==> src/rtl/opt3_pe_result_accumulator.sv <==
`timescale 1ns/1ps
// opt3_pe_result_accumulator
//   Downstream stage of top_pe. Each beat carries two signed lanes from one
//   2-bit EN-T plane pass. The lanes are fused, weighted by plane position
//   (<< 2*bw_count) and accumulated over all planes and K/4 groups of one
//   dot product. The signed inner product is then offered over valid/ready.
//
//   Optional build macro: OPT3_ACC_SAT_EN
//     defined   : on overflow the accumulator clamps to the signed ACC_W limits
//     undefined : the accumulator wraps (two's complement)
//
// Ports
//   clk, rst_n          clock, asynchronous active-low reset
//   start               begin a new dot product (clears accumulator)
//   pe_valid            pe_result / bw_count / last qualify this cycle
//   pe_result           {lane1, lane0}, each LANE_W bits signed
//   bw_count            plane index of the beat
//   last                final beat of the dot product
//   in_ready            beats accepted (state != DONE)
//   acc_valid/acc_ready result handshake
//   acc_result          signed inner product
//   busy                not idle, or a beat in flight
//   overflow            sticky signed overflow in current product
//   proto_err           sticky: dropped beat, illegal start or bw_count
module opt3_pe_result_accumulator #(
    parameter int LANE_W    = 26,
    parameter int ACC_W     = 32,
    parameter int BW_PASSES = 4
) (
    input  logic                clk,
    input  logic                rst_n,
    input  logic                start,
    input  logic                pe_valid,
    input  logic [2*LANE_W-1:0] pe_result,
    input  logic [2:0]          bw_count,
    input  logic                last,
    output logic                in_ready,
    output logic                acc_valid,
    input  logic                acc_ready,
    output logic [ACC_W-1:0]    acc_result,
    output logic                busy,
    output logic                overflow,
    output logic                proto_err
);

    localparam int FUSE_W  = LANE_W + 1;
    localparam int SHIFT_W = LANE_W + 2*BW_PASSES - 1;
    localparam int W_I     = ((ACC_W > SHIFT_W) ? ACC_W : SHIFT_W) + 1;

    typedef enum logic [1:0] {IDLE, ACCUM, DONE} state_t;

    state_t                    state_q, state_d;
    logic signed [ACC_W-1:0]   acc_q, acc_d;
    logic                      ovf_q, ovf_d;
    logic                      perr_q, perr_d;
    logic                      vld_p1_q, vld_p1_d;
    logic signed [FUSE_W-1:0]  fuse_p1_q, fuse_p1_d;
    logic [2:0]                bw_p1_q, bw_p1_d;
    logic                      last_p1_q, last_p1_d;

    logic signed [LANE_W-1:0]  lane0, lane1;
    logic signed [FUSE_W-1:0]  fuse;
    logic signed [W_I-1:0]     acc_ext, fuse_ext, wide;
    logic                      wide_ovf;
    logic                      accept, bw_ok, clear;

    function automatic logic signed [ACC_W-1:0] sat_acc(input logic signed [W_I-1:0] w);
        logic signed [ACC_W-1:0] r;
        if (w[W_I-1:ACC_W-1] == {(W_I-ACC_W+1){w[W_I-1]}})
            r = w[ACC_W-1:0];
        else if (w[W_I-1])
            r = {1'b1, {(ACC_W-1){1'b0}}};
        else
            r = {1'b0, {(ACC_W-1){1'b1}}};
        return r;
    endfunction

    assign in_ready   = rst_n && (state_q != DONE);
    assign acc_valid  = (state_q == DONE);
    assign acc_result = acc_q;
    assign busy       = (state_q != IDLE) || vld_p1_q;
    assign overflow   = ovf_q;
    assign proto_err  = perr_q;

    assign lane0    = pe_result[LANE_W-1:0];
    assign lane1    = pe_result[2*LANE_W-1:LANE_W];
    assign fuse     = {lane0[LANE_W-1], lane0} + {lane1[LANE_W-1], lane1};
    assign acc_ext  = {{(W_I-ACC_W){acc_q[ACC_W-1]}}, acc_q};
    assign fuse_ext = {{(W_I-FUSE_W){fuse_p1_q[FUSE_W-1]}}, fuse_p1_q};
    assign wide     = acc_ext + (fuse_ext <<< {bw_p1_q, 1'b0});
    assign wide_ovf = (wide[W_I-1:ACC_W-1] != {(W_I-ACC_W+1){wide[W_I-1]}});

    always_comb begin
        state_d   = state_q;
        acc_d     = acc_q;
        ovf_d     = ovf_q;
        perr_d    = perr_q;
        vld_p1_d  = 1'b0;
        fuse_p1_d = fuse_p1_q;
        bw_p1_d   = bw_p1_q;
        last_p1_d = last_p1_q;
        clear     = 1'b0;
        accept    = pe_valid && in_ready && ((state_q == ACCUM) || start);
        bw_ok     = int'(bw_count) < BW_PASSES;

        // ---- stage S2: weighted beat folded into accumulator ----
        if (vld_p1_q) begin
            if (state_q == ACCUM) begin
`ifdef OPT3_ACC_SAT_EN
                acc_d = sat_acc(wide);
`else
                acc_d = wide[ACC_W-1:0];
`endif
                if (wide_ovf)
                    ovf_d = 1'b1;
                if (last_p1_q)
                    state_d = DONE;
            end else begin
                // beat trailing a last arrives after the result is frozen
                perr_d = 1'b1;
            end
        end

        unique case (state_q)
            IDLE:  if (start) clear = 1'b1;
            ACCUM: if (start) clear = 1'b1;
            DONE: begin
                if (acc_ready) begin
                    state_d = IDLE;
                    if (start)
                        clear = 1'b1;
                end else if (start) begin
                    perr_d = 1'b1;
                end
            end
            default: state_d = IDLE;
        endcase

        // a restart overrides any fold or DONE transition this cycle
        if (clear) begin
            state_d = ACCUM;
            acc_d   = '0;
            ovf_d   = 1'b0;
        end

        // ---- stage S1: lane fusion ----
        if (accept) begin
            vld_p1_d  = 1'b1;
            last_p1_d = last;
            if (bw_ok) begin
                fuse_p1_d = fuse;
                bw_p1_d   = bw_count;
            end else begin
                // illegal plane contributes nothing but still carries last
                fuse_p1_d = '0;
                bw_p1_d   = '0;
                perr_d    = 1'b1;
            end
        end else if (pe_valid) begin
            perr_d = 1'b1;
        end
    end

    always_ff @(posedge clk or negedge rst_n) begin
        if (!rst_n) begin
            state_q   <= IDLE;
            acc_q     <= '0;
            ovf_q     <= 1'b0;
            perr_q    <= 1'b0;
            vld_p1_q  <= 1'b0;
            fuse_p1_q <= '0;
            bw_p1_q   <= '0;
            last_p1_q <= 1'b0;
        end else begin
            state_q   <= state_d;
            acc_q     <= acc_d;
            ovf_q     <= ovf_d;
            perr_q    <= perr_d;
            vld_p1_q  <= vld_p1_d;
            fuse_p1_q <= fuse_p1_d;
            bw_p1_q   <= bw_p1_d;
            last_p1_q <= last_p1_d;
        end
    end

endmodule

==> config.mk <==
export PLATFORM = sky130hd
export DESIGN_NAME = opt3_pe_result_accumulator
export DESIGN_NICKNAME = d
export VERILOG_FILES = /design/src/rtl/opt3_pe_result_accumulator.sv
export SDC_FILE = /design/constraint.sdc
export NUM_CORES = 1
export LEC_CHECK = 0
export ABC_AREA = 1
export ABC_CLOCK_PERIOD_IN_PS = 4400
export CAP_MARGIN = 20
export CELL_PAD_IN_SITES_DETAIL_PLACEMENT = 0
export CELL_PAD_IN_SITES_GLOBAL_PLACEMENT = 1
export CORE_UTILIZATION = 42
export DETAILED_ROUTE_END_ITERATION = 10
export PLACE_DENSITY = 0.95
export SLEW_MARGIN = 20
export SYNTH_ARGS = -nofsm -noshare
export SYNTH_HDL_FRONTEND = slang
export SYNTH_SLANG_ARGS = --single-unit
export TNS_END_PERCENT = 1
==> constraint.sdc <==
create_clock -name clk -period 4.4 [get_ports clk]
set_clock_uncertainty 0.15 [all_clocks]
set_input_delay 0.44 -clock clk [delete_from_list [all_inputs] [get_ports clk]]
set_output_delay 0.44 -clock clk [all_outputs]
set_load 0.02 [all_outputs]
# After elaboration in Yosys (flattened, before gate mapping)
# Index checks and enable logic that the tools add are counted.
word_totals:
  romBits: 0
  n_memories: 0
  out_inout_bits: 37
  mem_bits_rw: 0
  latch_bits: 0
  reg_bits: 68
classes:
  shifts: 1
  eq_ne: 4
  n_reduce_logical: 13
  mul: 0
  add_sub_neg: 2
  magnitude_cmp: 1
  n_div: 0
  n_bitwise: 0
  n_mux: 27
ops:
  columns: ["cell", "count"]
  rows:
  - ["$mux 32", 3]
  - ["$add 32x34->34", 1]
  - ["$sshl 27x4->34", 1]
  - ["$add 26x26->27", 1]
  - ["$mux 27", 1]
  - ["$mux 1", 15]
  - ["$mux 2", 5]
  - ["$reduce_bool 2->1", 4]
  - ["$pmux 2 s2", 1]
  - ["$logic_and 1x1->1", 3]
  - ["$lt 3x3->1 const B", 1]
  - ["$mux 3", 1]
  - ["$reduce_and 3->1", 1]
  - ["$eq 2x1->1 const B", 1]
  - ["$eq 2x2->1 const B", 1]
  - ["$logic_not 2->1", 1]
  - ["$logic_or 1x1->1", 2]
  - ["$ne 2x2->1", 1]
  - ["$ne 2x2->1 const B", 1]
  - ["$pmux 1 s2", 1]
  - ["$reduce_and 2->1", 1]
  - ["$reduce_or 2->1", 1]

# Depth between registers and ports, before layout
depth:
  ltp_word: 8
  ltp_mapped: 22

# Worst setup path before layout
# No wires, ideal clock.
synth_path:
  kind: "register to register"
  startpoint: "register bw_p1_q[0]"
  endpoint: "register ovf_q (netlist: overflow)"
  path_buffers: 1
  stages_incl_launch_ff: 20
  setup_slack_ns: 1.579
  setup_ns: 0.139
  arrival_ns: 2.532
  t_required_ns: 4.111
  path_cell_list: "dfrtp_1 > clkbuf_1 > clkinv_1 > o21ai_0 > inv_1 > nand2_1 > o21ai_0 > ha_1 > nand2_1 > inv_1 > a21oi_1 > nand2_1 > a21oi_1 > nand2_1 > nand2_1 > nand3_1 > nand2_1 > nand3_1 > nand3_1 > a21oi_1"
synth_via:
  elab_chain_len: 5
synth_lines:
  columns: ["item", "line", "source"]
  rows:
  - ["from (decl)", "58", "logic [2:0] bw_p1_q, bw_p1_d;"]
  - ["from (signal assigned)", "181", "bw_p1_q <= bw_p1_d;"]
  - ["$sshl 27x4->34", "90", "assign wide = acc_ext + (fuse_ext <<< {bw_p1_q, 1'b0});"]
  - ["$add 32x34->34", "90", null]
  - ["$ne 2x2->1", "91", "assign wide_ovf = (wide[W_I-1:ACC_W-1] != {(W_I-ACC_W+1){wide[W_I-1]}});"]
  - ["$reduce_bool 2->1 (no line)", null, null]
  - ["$reduce_and 3->1 (no line)", null, null]
  - ["to (signal assigned)", "177", "ovf_q <= ovf_d;"]
  - ["to (decl)", "54", "logic ovf_q, ovf_d;"]
# Every way passes these cells.
# A chain may end at the register's enable or synchronous reset.

# Worst setup path in the final report
# Ends and elaborated chain as after synthesis.

==> results by group <==
Outcome
  • Status: complete, but fails checks
  • Failing checks: DRC

Detailed routing
  • DRT iter0 DRCs: 510
  • Post-route ant nets: 0
  • Routed len/inst: 13.9 µm
  • Vias: 6,655
  • Drt pass-1 iters: 8
  • Vias/cell: 5.28
  • DRT Wirelength: 17,600 µm
  • # DRC: 6

Cells and area
  • Final #Nets: 1,194
  • Area grow syn2layout: 23.1%
  • Share of layout cells above drive strength 1: 0.0418
  • Core Util, Final: 0.537
  • Antenna Cells: 0

Placement
  • HPWL Detailed: 14,300 µm
  • Port Buffers: 97
  • Placer Congestion: 0.944

Floorplan
  • IO Count: 98
  • Core area: 14,700 µm²
  • Die height: 126 µm
  • Die area: 15,800 µm²
  • Initial Util: 0.436
  • Die width: 126 µm
  • Rows: 44

Synthesis
  • Post-Synthesis Cells: 976
  • Post-synthesis sequential area ratio: 0.261
  • Mean Syn Cell Area: 6.57 µm²
  • Syn nets: 1,098
  • Synthesized cell area: 6410 µm²
  • Ys Warns: 0
  • EDFF count, synth: 0
  • Post-synthesis async set-or-reset flop share: 1.00
  • Top FF cell, synth: dfrtp_1
  • Seq cells post-synth: 67
  • Synth unique cells: 53

Min path
  • Hold Path Class: input port to async pin

STA
  • Final hold viol count: 0
  • Tcrit/Tclk final: 0.772
  • Setup violations, final: 0
  • Slew headroom: 0.432
  • Worst slew pin tran: 0.850 ns
  • Crit path time final: 3.40 ns
  • Setup TNS: 0 ns
  • RSZ-0062 raised after global routing: false
  • Final number of max-transition violations: 0
  • Fmax achieved: 294 MHz

Flow run
  • MaxCap Viol Count: 0

Clock tree
  • Max Root-Sink Buffers: 2
  • Cts bufs inserted: 9
  • Insertion delay to the later sink of the worst-skew pair: 0.34 ns
  • Clock-pin slew on the worst setup and hold paths: 0.06 ns
  • Root buf cell: clkbuf_16
  • Post-CTS Hold Buffers: 0
  • Post-CTS Setup Repair Bufs: 0
  • H-tree levels: 3
  • CTS Sinks: 67
  • CTS tree: yes
  • # resized after CTS: 0

GRT
  • Pin count of the biggest net entering global routing: 47
  • First-pass GRT wire length: 30,000 µm
  • Total global-route track usage: 0.235
  • Remaining Overflow, GRT: 0
  • Vias in the first global route: 6,256
  • Initial antenna violation count: 0

Worst setup path
  • Worst setup EP type: register
  • Required time worst endpoint: 4.47 ns
  • Crit-path max FO: 46
  • Arrival time at the worst endpoint: 3.47 ns
  • CP startpoint kind: register
  • Crit Path Category: register to register

Power
  • Peak VDD IR: 0.000169 V
  • Pwr/cell area: 359 nW/µm²
  • Pleak: 0.00382 µW
  • Total power: 2830 µW
==> cells in the mapped netlist (all sizes together), types with 5 or more instances <==
library cell,number,area [µm²]
a21boi,7,56.3
a21oi,85,429
buf,5,22.5
clkbuf,14,52.6
dfrtp,67,1680
ha,59,738
inv,115,432
mux2i,11,110
nand2,279,1050
nand3,42,210
nand4,8,50.1
nor2,76,295
nor3,13,75.1
o21ai,122,622
o21bai,17,128
o22ai,9,56.3
xnor2,5,43.8
==> metrics by stage <==
step / instance area, µm² / hold WS, ns / cells / setup WS, ns
after global routing: 7900 / 0.143 / 1261 / 0.670
after CTS: 7900 / 0.120 / 1261 / 1.05
after detailed placement: 7590 / 0.311 / 1245 / 1.07
final: 7900 / 0.122 / 1261 / 1.00
after floorplan: 6410 / -0.00559 / 976 / 1.58
after global placement: 7590 / 0.308 / 1245 / 1.11
==> state kept, by name, indices dropped and copies added, names as in the netlist <==
name / flops
acc_result: 32
fuse_p1_q: 27
bw_p1_q: 2
state_q: 2
last_p1_q: 1
overflow: 1
proto_err: 1
vld_p1_q: 1
==> layout by cell type, fill, tap and decap left out, drive strengths merged, types with 2 or more instances in the layout <==
cell,Yosys,layout
nand2,279,279
o21ai,122,122
inv,115,117
clkdlybuf4s50,0,96
a21oi,85,85
nor2,76,76
dfrtp,67,67
ha,59,59
nand3,42,42
o21bai,17,17
nor3,13,13
mux2i,11,11
o22ai,9,9
clkbuf,14,9
nand4,8,8
buf,5,8
a21boi,7,7
xnor2,5,5
a21o,4,4
xor2,4,4
o31ai,4,4
a31oi,4,4
nor4,3,3
or2,3,3
clkinv,1,3
a32o,2,2
a22o,2,2
fa,2,2
clkinvlp,0,2
and2,2,2
==> path summary, 6_finish.rpt <==
check,startpoint,to,slack (ns),cells past startpoint
min in group clk,last_p1_q,last_p1_q,0.33,2
max in group asynchronous,rst_n,acc_result[22],3.15,3
min,rst_n,acc_result[1],0.12,2
max reg2reg,bw_p1_q[0],overflow,1.00,19
min reg2reg,last_p1_q,last_p1_q,0.33,2
max,bw_p1_q[0],overflow,1.00,19
==> layer usage <==
metal	vias up	share of wire	global-route usage	routed length [µm]
li1	3485	-	-	-
met4	0	0.016	0.0703	275
met5	-	0	0	0
met2	165	0.44	0.380	7770
met3	22	0.037	0.0278	650
met1	2983	0.50	0.328	8870
==> power by group <==
group / switching, µW / internal [µW] / leakage (µW) / total [µW]
Sequential: 80.1 / 712 / 0.000884 / 793
Clock: 292 / 442 / 0.000142 / 734
Combinational: 819 / 489 / 0.00279 / 1310
==> cells by family after synthesis <==
logic type / Yosys count / share of synthesized area
simple gates: 429 / 0.276
compound gates: 264 / 0.232
buf+inv: 135 / 0.0796
flops: 67 / 0.261
fa+ha+maj: 61 / 0.121
mux: 11 / 0.0172
xor+xnor: 9 / 0.0123
==> worst max-delay path, cell delays in order, from the launching register on <==
cell,delay [ns]
dfrtp_1,0.32
buf_4,0.34
clkinv_1,0.34
nand2_1,0.13
inv_1,0.06
a21oi_1,0.17
o21ai_0,0.19
ha_1,0.39
nand2_1,0.16
nor2_1,0.08
nand2_1,0.07
inv_1,0.04
a21oi_1,0.25
nand2_1,0.11
nand2_1,0.09
nand3_1,0.11
nand2_1,0.08
nand3_1,0.06
nand3_1,0.08
a21oi_1,0.06
==> layout make-up <==
cell class	instances	area, µm²
clock buffer	9	225
clock inverter	7	76.3
fill	1466	6800
inverter	116	435
multi-input combinational	774	4230
sequential	67	1680
tap	184	230
timing repair buffer	104	1020
Power figures use the tool's default switching activity.
